### src/rtl/coredata_initiator.sv
// coredata_initiator: turns a block-transfer command plus a write stream into
// core data bus word requests, and returns read responses as a stream.
// Ports:
//   cmd_*            command handshake (addr, len in words, we)
//   wr_*             write-data stream in; rd_* read-data stream out
//   req/gnt/rvalid   core data bus (addr_o, we_o, be_o, wdata_o, rdata_i)
//   busy_o/done_o    status; err_o is the sticky stray-response flag
//   stall_cnt_o      req-without-gnt cycles when COREDATA_INIT_STATS_EN is
//                    defined, otherwise tied to 0
module coredata_initiator #(
  parameter int MAX_OUTSTANDING = 2,
  parameter int LEN_W           = 16
) (
  input  logic             clk_i,
  input  logic             rst_ni,
  input  logic             cmd_valid_i,
  output logic             cmd_ready_o,
  input  logic [31:0]      cmd_addr_i,
  input  logic [LEN_W-1:0] cmd_len_i,
  input  logic             cmd_we_i,
  input  logic             wr_valid_i,
  output logic             wr_ready_o,
  input  logic [31:0]      wr_data_i,
  output logic             rd_valid_o,
  input  logic             rd_ready_i,
  output logic [31:0]      rd_data_o,
  output logic             req_o,
  input  logic             gnt_i,
  input  logic             rvalid_i,
  output logic [31:0]      addr_o,
  output logic             we_o,
  output logic [3:0]       be_o,
  output logic [31:0]      wdata_o,
  input  logic [31:0]      rdata_i,
  output logic             busy_o,
  output logic             done_o,
  output logic             err_o,
  output logic [31:0]      stall_cnt_o
);

  localparam int CNT_W = $clog2(MAX_OUTSTANDING + 1);
  localparam int PTR_W =
    (MAX_OUTSTANDING > 1) ? $clog2(MAX_OUTSTANDING) : 1;

  localparam logic [CNT_W-1:0] MAX_C = CNT_W'(MAX_OUTSTANDING);
  localparam logic [CNT_W:0]   MAX_S = (CNT_W+1)'(MAX_OUTSTANDING);
  localparam logic [PTR_W-1:0] LAST_P = PTR_W'(MAX_OUTSTANDING - 1);

  localparam logic [1:0] S_IDLE  = 2'd0;
  localparam logic [1:0] S_RUN   = 2'd1;
  localparam logic [1:0] S_DRAIN = 2'd2;

  logic [1:0]       state_q, state_d;
  logic [31:0]      addr_q, addr_d;
  logic [LEN_W-1:0] len_q, len_d;
  logic             we_q, we_d;
  logic [LEN_W-1:0] issued_q, issued_d;
  logic [LEN_W-1:0] loaded_q, loaded_d;
  logic [CNT_W-1:0] out_q, out_d;
  logic             hold_v_q, hold_v_d;
  logic [31:0]      hold_q, hold_d;
  logic             err_q, err_d;
  logic             done_q, done_d;
  logic [PTR_W-1:0] wptr_q, wptr_d;
  logic [PTR_W-1:0] rptr_q, rptr_d;
  logic [CNT_W-1:0] fcnt_q, fcnt_d;
  logic [31:0]      mem_q [MAX_OUTSTANDING];

  logic run, cmd_acc, gnt_hs, wr_hs;
  logic rsp_ok, rsp_stray, push, pop;
  logic rd_req, wr_req;

  function automatic logic [PTR_W-1:0] nxt(
    input logic [PTR_W-1:0] p
  );
    return (p == LAST_P) ? '0 : p + 1'b1;
  endfunction

  assign run         = state_q == S_RUN;
  assign cmd_ready_o = state_q == S_IDLE;
  assign busy_o      = !cmd_ready_o;
  assign cmd_acc     = cmd_valid_i & cmd_ready_o;

  // Responses with nothing outstanding are stray: dropped, flagged.
  assign rsp_ok    = rvalid_i & (out_q != '0);
  assign rsp_stray = rvalid_i & (out_q == '0);
  assign push      = rsp_ok & !we_q;

  assign rd_valid_o = fcnt_q != '0;
  assign pop        = rd_valid_o & rd_ready_i;
  assign rd_data_o  = rd_valid_o ? mem_q[rptr_q] : '0;

  // Reads reserve FIFO space up front: rvalid cannot be stalled.
  assign rd_req = run & !we_q & (issued_q < len_q) &
                  (({1'b0, out_q} + {1'b0, fcnt_q}) < MAX_S);
  assign wr_req = run & we_q & hold_v_q & (out_q < MAX_C);
  assign req_o  = rd_req | wr_req;
  assign gnt_hs = req_o & gnt_i;

  assign wr_ready_o = run & we_q & (!hold_v_q | gnt_hs) &
                      (loaded_q < len_q);
  assign wr_hs = wr_valid_i & wr_ready_o;

  assign addr_o  = addr_q;
  assign we_o    = we_q;
  assign be_o    = req_o ? 4'hF : 4'h0;
  assign wdata_o = hold_q;
  assign done_o  = done_q;
  assign err_o   = err_q;

  always_comb begin
    state_d  = state_q;
    addr_d   = addr_q;
    len_d    = len_q;
    we_d     = we_q;
    issued_d = issued_q;
    loaded_d = loaded_q;
    hold_v_d = hold_v_q;
    hold_d   = hold_q;
    done_d   = 1'b0;
    err_d    = err_q | rsp_stray;

    if (gnt_hs) begin
      addr_d   = addr_q + 32'd4;
      issued_d = issued_q + 1'b1;
    end

    unique case ({gnt_hs, rsp_ok})
      2'b10:   out_d = out_q + 1'b1;
      2'b01:   out_d = out_q - 1'b1;
      default: out_d = out_q;
    endcase

    if (wr_hs) begin
      loaded_d = loaded_q + 1'b1;
      hold_v_d = 1'b1;
      hold_d   = wr_data_i;
    end else if (gnt_hs & we_q) begin
      hold_v_d = 1'b0;
    end

    unique case (state_q)
      S_IDLE: begin
        if (cmd_acc) begin
          addr_d   = cmd_addr_i & 32'hFFFF_FFFC;
          len_d    = cmd_len_i;
          we_d     = cmd_we_i;
          issued_d = '0;
          loaded_d = '0;
          hold_v_d = 1'b0;
          err_d    = rsp_stray;
          if (cmd_len_i == '0) done_d  = 1'b1;
          else                 state_d = S_RUN;
        end
      end
      // Look at next-cycle counts so done lands right after last rvalid.
      S_RUN: begin
        if (issued_d == len_q) begin
          if (out_d == '0) begin
            state_d = S_IDLE;
            done_d  = 1'b1;
          end else begin
            state_d = S_DRAIN;
          end
        end
      end
      S_DRAIN: begin
        if (out_d == '0) begin
          state_d = S_IDLE;
          done_d  = 1'b1;
        end
      end
      default: state_d = S_IDLE;
    endcase
  end

  always_comb begin
    wptr_d = push ? nxt(wptr_q) : wptr_q;
    rptr_d = pop ? nxt(rptr_q) : rptr_q;
    unique case ({push, pop})
      2'b10:   fcnt_d = fcnt_q + 1'b1;
      2'b01:   fcnt_d = fcnt_q - 1'b1;
      default: fcnt_d = fcnt_q;
    endcase
  end

  always_ff @(posedge clk_i or negedge rst_ni) begin
    if (!rst_ni) begin
      state_q  <= S_IDLE;
      addr_q   <= '0;
      len_q    <= '0;
      we_q     <= 1'b0;
      issued_q <= '0;
      loaded_q <= '0;
      out_q    <= '0;
      hold_v_q <= 1'b0;
      hold_q   <= '0;
      err_q    <= 1'b0;
      done_q   <= 1'b0;
      wptr_q   <= '0;
      rptr_q   <= '0;
      fcnt_q   <= '0;
    end else begin
      state_q  <= state_d;
      addr_q   <= addr_d;
      len_q    <= len_d;
      we_q     <= we_d;
      issued_q <= issued_d;
      loaded_q <= loaded_d;
      out_q    <= out_d;
      hold_v_q <= hold_v_d;
      hold_q   <= hold_d;
      err_q    <= err_d;
      done_q   <= done_d;
      wptr_q   <= wptr_d;
      rptr_q   <= rptr_d;
      fcnt_q   <= fcnt_d;
    end
  end

  // Storage only; visibility is governed by the reset pointers/count.
  always_ff @(posedge clk_i) begin
    if (push) mem_q[wptr_q] <= rdata_i;
  end

`ifdef COREDATA_INIT_STATS_EN
  logic [31:0] stall_q, stall_d;

  always_comb begin
    stall_d = stall_q;
    if (cmd_acc)
      stall_d = '0;
    else if (req_o & !gnt_i & (stall_q != '1))
      stall_d = stall_q + 32'd1;
  end

  always_ff @(posedge clk_i or negedge rst_ni) begin
    if (!rst_ni) stall_q <= '0;
    else         stall_q <= stall_d;
  end

  assign stall_cnt_o = stall_q;
`else
  assign stall_cnt_o = '0;
`endif

endmodule

### config.mk
export PLATFORM = sky130hd
export DESIGN_NAME = coredata_initiator
export DESIGN_NICKNAME = d
export VERILOG_FILES = /design/src/rtl/coredata_initiator.sv
export SDC_FILE = /design/constraint.sdc
export NUM_CORES = 1
export LEC_CHECK = 0
export BUFFER_PORTS_ARGS = -buffer_cell sky130_fd_sc_hd__buf_4
export CELL_PAD_IN_SITES_DETAIL_PLACEMENT = 0
export CELL_PAD_IN_SITES_GLOBAL_PLACEMENT = 2
export CORE_ASPECT_RATIO = 1.25
export CORE_MARGIN = 4
export CORE_UTILIZATION = 36
export CTS_CLUSTER_DIAMETER = 200
export DETAILED_ROUTE_END_ITERATION = 8
export PLACE_DENSITY_LB_ADDON = 0.15
export SLEW_MARGIN = 20
export SYNTH_ARGS = -nofsm -noshare
export SYNTH_HDL_FRONTEND = slang
export SYNTH_SLANG_ARGS = --single-unit
### constraint.sdc
create_clock -name clk_i -period 7 [get_ports clk_i]
set_clock_uncertainty 0.1 [all_clocks]
set_input_delay 1.4 -clock clk_i [delete_from_list [all_inputs] [get_ports clk_i]]
set_output_delay 1.4 -clock clk_i [all_outputs]
set_load 0.03 [all_outputs]
==> results by group, run 1 <==
Run status
  – Status: complete, no violations

Synth
  – Main flop type after synthesis: dfrtp_1
  – Mapped cell area: 0.00944 sq mm
  – Ranking of synthesized cells by area: dfrtp_1 32%, edfxtp_1 20%, ha_1 4.6%
  – Most numerous cell in the Yosys netlist: dfrtp_1
  – Synth cell types: 68
  – Synth warnings: 0
  – Yosys top cell by area: dfrtp_1
  – Register area share after synthesis: between 50% and 60%
  – Top post-synthesis cells by count: 122 x dfrtp_1, 94 x nor2_1, 88 x nand2_1
  – Post-synthesis xor/xnor area fraction: 6.75%
  – Synth Area in Compound Gates: 8.44%
  – Synth Area in Adders: under 10%
  – Cells after Synth: ~870
  – FF+latch count, synth: between 150 and 200
  – Mux share of post-synthesis cell area: 7.64%
  – Post-synth EDFFs: 64
  – Top-area cell type share of the netlist area: 32.3%
  – Post-synth ARST share: 65.6%
  – Largest family of logic cells by synthesized area: simple AND/OR/NAND/NOR gates
  – Syn Area/Cell: about 11 sq um
  – Post-Synth Simple-Gate Area: around 14%

Detailed routing
  – Iter 0 DRT Violations: ~260
  – DRC: 0
  – DR vias/cell: 4.83
  – WL final: ~24 mm
  – Wire per inst: 17.1 um
  – DR vias: 6909
  – DR pass1 iterations: 4
  – Post-route ant nets: 0

Timing
  – Fin Hold WS: slightly above 400 ps
  – Peak Freq: just under 0.2 GHz
  – TNS Setup: 0 ps
  – Slew Viols, Final: 0
  – Final worst path period need: 5180 ps
  – Slew headroom: 32.7%
  – Tcrit/Tclk final: 74.0%
  – Final setup viols: 0
  – RSZ-0062 raised after global routing: false
  – Worst slew pin tran: 1010 ps
  – Endpoints failing hold: 0

Critical path
  – CP max stage cell: fa_1
  – Critical path data arrival time: 3680 ps
  – Crit path cell chain: and2_1 > fa_1 > nor4_2 > o2111ai_1 > nor3_2 > o21ai_2 > a21boi_4 > inv_2 > a21oi_2 > o21a_1 > buf_4
  – Worst endpoint required time: 5500 ps
  – Critical path type: reg -> out
  – CP Launch Type: flip-flop
  – CP Max Fanout: 11
  – Worst stage delay on the critical path: 460 ps
  – Critical Path Sink Type: output pin

Flow run
  – Max Cap Viol: 0

Die
  – Starting density of the core: between 30% and 40%
  – Die Span Y: 189 um
  – Die Area: 0.0289 sq mm
  – IO Pins: 260
  – Core Box Area: 0.0259 sq mm
  – DIE WIDTH: 153 um
  – Row cnt: 66

Place
  – PortBufs: 223
  – Post-DP HPWL: about 18 mm
  – GPL Wtd Cong: 0.794

Clock network
  – Total CTS buffers: 17
  – # clock sinks: about 190
  – CTS tree: built
  – Post-CTS Setup Bufs: 0
  – Clk pin slew, worst setup/hold paths: 70 ps
  – Hold-fix buffers, CTS: 0
  – H-tree depth: 4
  – Root buf cell: clkbuf_16
  – Clock Path Buffers: 2
  – Clk_lat worst skew: 430 ps
  – Resize count post-CTS: 0

Pwr
  – Peak VDD IR: 0.000199 V
  – Pwr dens: 424 mW/mm^2
  – P_leak: between 5 and 6 nW

Final layout
  – # diodes: 0
  – Layout filler cell count: about 2500
  – Share of post-route cells with drive strength above 1: 29.0%
  – Total Nets Final: 1232
  – Post-synthesis to final-layout area growth: 25.4%

GRT
  – First-pass GRT wire length: 39.2 mm
  – Vias in the first global route: between 7000 and 8000
  – Total gr overflow: 0
  – Pin count of the biggest net entering global routing: between 60 and 70
  – Overall routing resource usage: roughly 17%
  – Initial antenna violation count: 0

Hold path
  – Hold Crit Class: reg -> reg
## cell usage in the layout (no fill, tap or decap), types with 4 or more instances in the layout
cell       Yosys  final
clkbuf_16      0     17
o211ai_1       5      5
or3_1          5      5
a31oi_1        4      4
inv_1         29     29
a21oi_1       11     11
o21a_1         4      4
edfxtp_1      64     64
mux2_2        32     32
xor2_1        23     23
and3_1        10     10
buf_4         39    229
nand2_1       88     88
xnor2_1       47     47
nor2_1        94     92
nand3_1       20     20
mux2i_1       36     36
a21o_1         6      6
ha_1          35     35
o21ai_0       56     56
nor4_1         8      8
dfrtp_1      122    121
nor3_1        13     13
a211oi_1       7      7
conb_1         1     34
nand4_1       15     15
o21ai_1        4      4
inv_6          0      6
## kinds of logic after synthesis
| group | count (synthesis) |
|---|---|
| mux | 68 |
| fa+ha+maj | 36 |
| other cells | 1 |
| compound gates | 123 |
| flops | 186 |
| xor+xnor | 71 |
| buf+inv | 100 |
| simple gates | 280 |
## layout make-up
class	count	area, sq um	share of cell area, %
Clock buffer	18	429	3.63
Inverter	30	113	0.952
Timing Repair Buffer	229	1720	14.5
Clock inverter	14	114	0.962
Sequential cell	186	4980	42.1
Tap cell	340	425	3.60
Multi-Input combinational cell	612	4060	34.3
## worst paths after layout
| check | startpoint | end | slack (ps) | depth (start not counted) |
|---|---|---|---|---|
| hold / removal | wdata_o[25]$_DFFE_PN0N_ | wdata_o[25]$_DFFE_PN0N_ | 410 | 1 |
| min in group asynchronous | rst_ni | addr_o[12]$_DFF_PN0_ | 960 | 1 |
| hold reg to reg | wdata_o[25]$_DFFE_PN0N_ | wdata_o[25]$_DFFE_PN0N_ | 410 | 1 |
| max in group asynchronous | rst_ni | rptr_q$_DFFE_PN0P_ | 4470 | 2 |
| setup / recovery | out_q[0]$_DFF_PN0_ | wr_ready_o | 1820 | 11 |
| setup reg to reg | out_q[0]$_DFF_PN0_ | loaded_q[13]$_DFF_PN0_ | 2770 | 14 |
## state kept, by name, summed over array words and instances, names as in the netlist, 2 cells and up
signal    cells
out_q         2
state_q       2
issued_q     16
loaded_q     16
len_q        16
addr_o       30
wdata_o      32
mem_q        64
fcnt_q        2
## worst max-delay path, delay by kind of cell (launching register included)
kind,cells,cell delay (ps)
DFF,1,450
and+or+nand+nor,3,720
buffers and inverters,2,270
adders and majority gates,1,460
AOI/OAI and AO/OA,5,1340
## report_power, final
group | total [W] | switching, W | internal, W
clock | 0.000923 | 0.000458 | 0.000465
combinational | 0.00237 | 0.00145 | 0.000914
sequential | 0.00173 | 0.000283 | 0.00145
## metal layers
metal	global-route usage (%)	vias to the layer above	wire [um]
met1	22.4	3330	10600
met4	3.91	0	246
met2	28.1	189	12100
met5	0	-	0
li1	-	3373	-
met3	4.18	17	1460
## through the flow
stage / std cells / total power, W / cell area, sq um / util (%) / setup WS, ps
2_1_floorplan: 898 / 0.00332 / 9560 / - / 2830
3_3_place_gp: 1397 / 0.00413 / 11300 / 43.5 / 2300
3_5_place_dp: 1397 / 0.00415 / 11300 / 43.5 / 2270
4_1_cts: 1429 / 0.00509 / 11800 / 45.6 / 1780
5_1_grt: 1429 / 0.00534 / 11800 / 45.6 / 1520
6_report: 1429 / 0.00502 / 11800 / 45.6 / 1820
No activity file was read; power rests on OpenSTA's default activity.
==> run 2: changes to the inputs <==
--- a/config.mk
+++ b/config.mk
@@ -5,12 +5,13 @@
 export SDC_FILE = /design/constraint.sdc
 export NUM_CORES = 1
 export LEC_CHECK = 0
+export ABC_AREA = 1
 export BUFFER_PORTS_ARGS = -buffer_cell sky130_fd_sc_hd__buf_4
 export CELL_PAD_IN_SITES_DETAIL_PLACEMENT = 0
 export CELL_PAD_IN_SITES_GLOBAL_PLACEMENT = 2
 export CORE_ASPECT_RATIO = 1.25
 export CORE_MARGIN = 4
-export CORE_UTILIZATION = 36
+export CORE_UTILIZATION = 28
 export CTS_CLUSTER_DIAMETER = 200
 export DETAILED_ROUTE_END_ITERATION = 8
 export PLACE_DENSITY_LB_ADDON = 0.15
==> constraint.sdc (replaced) <==
create_clock -name clk_i -period 4.3 [get_ports clk_i]
set_clock_uncertainty 0.1 [all_clocks]
set_input_delay 0.86 -clock clk_i [delete_from_list [all_inputs] [get_ports clk_i]]
set_output_delay 0.86 -clock clk_i [all_outputs]
set_load 0.03 [all_outputs]
==> results by group, run 2 <==
Run status
  – Status: complete, no violations

Die
  – DIE WIDTH: 176 um (+15%)
  – Core Box Area: 0.0347 sq mm (+34%)
  – Row cnt: 76 (+15%)
  – Die Area: 0.0385 sq mm (+33%)
  – Die Span Y: 218 um (+16%)
  – IO Pins: 260 (unchanged)
  – Starting density of the core: 28.6% (-7.8 points)

Synth
  – Top-area cell type share of the netlist area: 30.8% (-1.6 points)
  – Register area share after synthesis: 50.2% (-2.6 points)
  – Synth Area in Compound Gates: 6.31% (-2.1 points)
  – Post-synth ARST share: 65.6% (unchanged)
  – Main flop type after synthesis: dfrtp_1
  – Post-Synth Simple-Gate Area: 27.6% (+14 points)
  – Yosys top cell by area: dfrtp_1
  – Synth warnings: 0 (unchanged)
  – Synth cell types: 42 (-38%)
  – Cells after Synth: 1188 (+37%)
  – Synth Area in Adders: 4.62% (-0.24 points)
  – Post-synth EDFFs: 64 (unchanged)
  – Largest family of logic cells by synthesized area: simple AND/OR/NAND/NOR gates
  – Ranking of synthesized cells by area: dfrtp_1 31%, edfxtp_1 19%, nand2_1 16%
  – Post-synthesis xor/xnor area fraction: 3.00% (-3.7 points)
  – Most numerous cell in the Yosys netlist: nand2_1
  – Top post-synthesis cells by count: 411 x nand2_1, 122 x dfrtp_1, 98 x inv_1
  – Mapped cell area: 0.00992 sq mm (+5.1%)
  – Mux share of post-synthesis cell area: 0% (-7.6 points)
  – FF+latch count, synth: 186 (unchanged)
  – Syn Area/Cell: 8.35 sq um (-23%)

Flow run
  – Max Cap Viol: 0 (unchanged)

Clock network
  – # clock sinks: 186 (unchanged)
  – Clk_lat worst skew: 450 ps (+20 ps)
  – Hold-fix buffers, CTS: 0 (unchanged)
  – Post-CTS Setup Bufs: 0 (unchanged)
  – Total CTS buffers: 17 (unchanged)
  – Clk pin slew, worst setup/hold paths: 80 ps (about the same)
  – Resize count post-CTS: 0 (unchanged)
  – H-tree depth: 4 (unchanged)
  – Clock Path Buffers: 2 (unchanged)
  – Root buf cell: clkbuf_16
  – CTS tree: built

Final layout
  – Area occupied by multi-input gates: 0.00427 sq mm (+5.2%)
  – Final core occ: 36.5% (-9.1 points)
  – Top reg by flops: mem_q
  – Commonest non-fill, non-tap cell in the layout: nand2_1
  – Storage cell area: 0.00497 sq mm (about the same)
  – Commonest cells after routing, fill and taps aside: 411 x nand2_1, 233 x buf_4, 122 x dfrtp_1
  – Total Nets Final: 1557 (+26%)
  – Max reg flops: 64 (unchanged)
  – Post-synthesis to final-layout area growth: 27.8%
  – Post-route cell area: 0.0127 sq mm (+7.1%)
  – Layout filler cell count: 3659 (+46%)
  – Share of post-route cells with drive strength above 1: 21.0% (-8.0 points)

Place
  – Post-DP HPWL: 20.7 mm (+17%)
  – Cell Area, Placed: 0.0120 sq mm (+6.4%)
  – PortBufs: 223 (unchanged)
  – GPL Wtd Cong: 0.765 (-3.7%)

GRT
  – Pin count of the biggest net entering global routing: 87 (+32%)
  – Total gr overflow: 0 (unchanged)
  – Overall routing resource usage: 14.6% (-2.3 points)
  – Vias in the first global route: 8274 (+18%)
  – Initial antenna violation count: 0 (unchanged)
  – First-pass GRT wire length: 44.7 mm (+14%)

Critical path
  – Worst stage delay on the critical path: 370 ps (-90 ps)
  – Critical path type: reg -> out
  – Worst R2R Setup Slack: 1090 ps (-1680 ps)
  – CP max stage cell: dfrtp_1
  – CP Launch Type: flip-flop
  – Top Family by Delay on Critical Path: simple AND/OR/NAND/NOR gates
  – Worst endpoint required time: 3340 ps (-2160 ps)
  – CP Max Fanout: 7 (-4)
  – Critical path data arrival time: 2630 ps (-1050 ps)
  – Buf+Inv Stages, Crit Path: 2 (unchanged)
  – Critical Path Sink Type: output pin
  – Crit path cell chain: inv_1 > ha_1 > a21oi_1 > nor2_1 > nor3_1 > nand2_1 > nand2_1 > nand4_2 > nand2_4 > nand2_4 > a21oi_1 > and2_2 > buf_4

Timing
  – Peak Freq: 0.279 GHz
  – TNS Setup: 0 ps (unchanged)
  – Slew Viols, Final: 0 (unchanged)
  – Worst slew pin tran: 936 ps (-73.8 ps)
  – Endpoints failing hold: 0 (unchanged)
  – Final setup viols: 0 (unchanged)
  – RSZ-0062 raised after global routing: false
  – Final worst path period need: 3590 ps
  – Tcrit/Tclk final: 83.4%
  – Slew headroom: 37.6% (+4.9 points)

Detailed routing
  – DR vias: 8189 (+19%)
  – DR vias/cell: 4.35 (-10%)
  – WL final: 28.1 mm (+15%)
  – DRC: 0 (unchanged)
  – DR pass1 iterations: 4 (unchanged)
  – Wire per inst: 14.9 um (-13%)
  – Post-route ant nets: 0 (unchanged)
  – Iter 0 DRT Violations: 303 (+15%)

Pwr
  – Pwr dens: 712 mW/mm^2 (+68%)
  – P_leak: 6.11 nW (+17%)
  – Peak VDD IR: 0.000307 V (+54%)

Hold path
  – Hold Crit Class: in -> async
## run 2: cell count changes after synthesis, moves of 7 or more
cell / previous run / this run
a21oi_1: 11 / 59
and3_1: 10 / 0
inv_1: 29 / 98
mux2_2: 32 / 0
mux2i_1: 36 / 0
nand2_1: 88 / 411
nand3_1: 20 / 64
nand4_1: 15 / 8
nor2_1: 94 / 87
nor3_1: 13 / 24
o21ai_0: 56 / 37
xnor2_1: 47 / 8
## run 2: worst paths after layout
kind / cells after the start / start / endpoint
max reg2reg: 22 / len_q[5]$_DFFE_PN0P_ / state_q[1]$_DFFE_PN0P_
max in group asynchronous: 2 / rst_ni / issued_q[8]$_DFF_PN0_
min: 1 / rst_ni / wdata_o[17]$_DFFE_PN0N_
min reg2reg: 2 / wdata_o[5]$_DFFE_PN0N_ / wdata_o[5]$_DFFE_PN0N_
max: 13 / len_q[5]$_DFFE_PN0P_ / wr_ready_o
min in group clk_i: 2 / wdata_o[5]$_DFFE_PN0N_ / wdata_o[5]$_DFFE_PN0N_
## run 2: power breakdown
group          switching [W]  total, W  internal, W
registers           0.000441   0.00286      0.00242
logic                0.00293   0.00441      0.00147
clock network       0.000795   0.00176     0.000961
total                0.00417   0.00903      0.00486
## run 2: area by class of cell
type / instances / area share [%]
antenna: 1 / 0.0197
clock buffer: 17 / 3.36
clock inverter: 15 / 1.84
inverter: 101 / 2.99
multi-input combinational: 859 / 33.7
sequential: 186 / 39.2
tap: 468 / 4.62
timing repair buffer: 236 / 14.3
## run 2: cell families after synthesis
logic type      after synthesis
xor+xnor                     34
fa+ha+maj                    36
other cells                   1
flops                       186
simple gates                638
buf+inv                     176
compound gates              117
## run 2: through the flow
| stage | setup slack [ps] | std cells | hold slack [ps] | total power (W) |
|---|---|---|---|---|
| detailed placement | 1020 | 1850 | 369 | 0.00741 |
| floorplan | 1280 | 1221 | 398 | 0.00577 |
| global placement | 1010 | 1850 | 364 | 0.00738 |
| finish | 714 | 1883 | 320 | 0.00903 |
| CTS | 643 | 1882 | 337 | 0.00921 |
| global route | 481 | 1882 | 361 | 0.00973 |
## run 2: routing by layer
layer / GRT usage, % / up-vias / wire [um] / part of all wire [%]
met3: 3.98 / 25 / 1430 / 5.1
li1: - / 4220 / - / -
met1: 18.1 / 3777 / 12200 / 43
met2: 25.3 / 167 / 14100 / 50
met4: 3.82 / 0 / 407 / 1.4
met5: 0 / - / 0 / 0
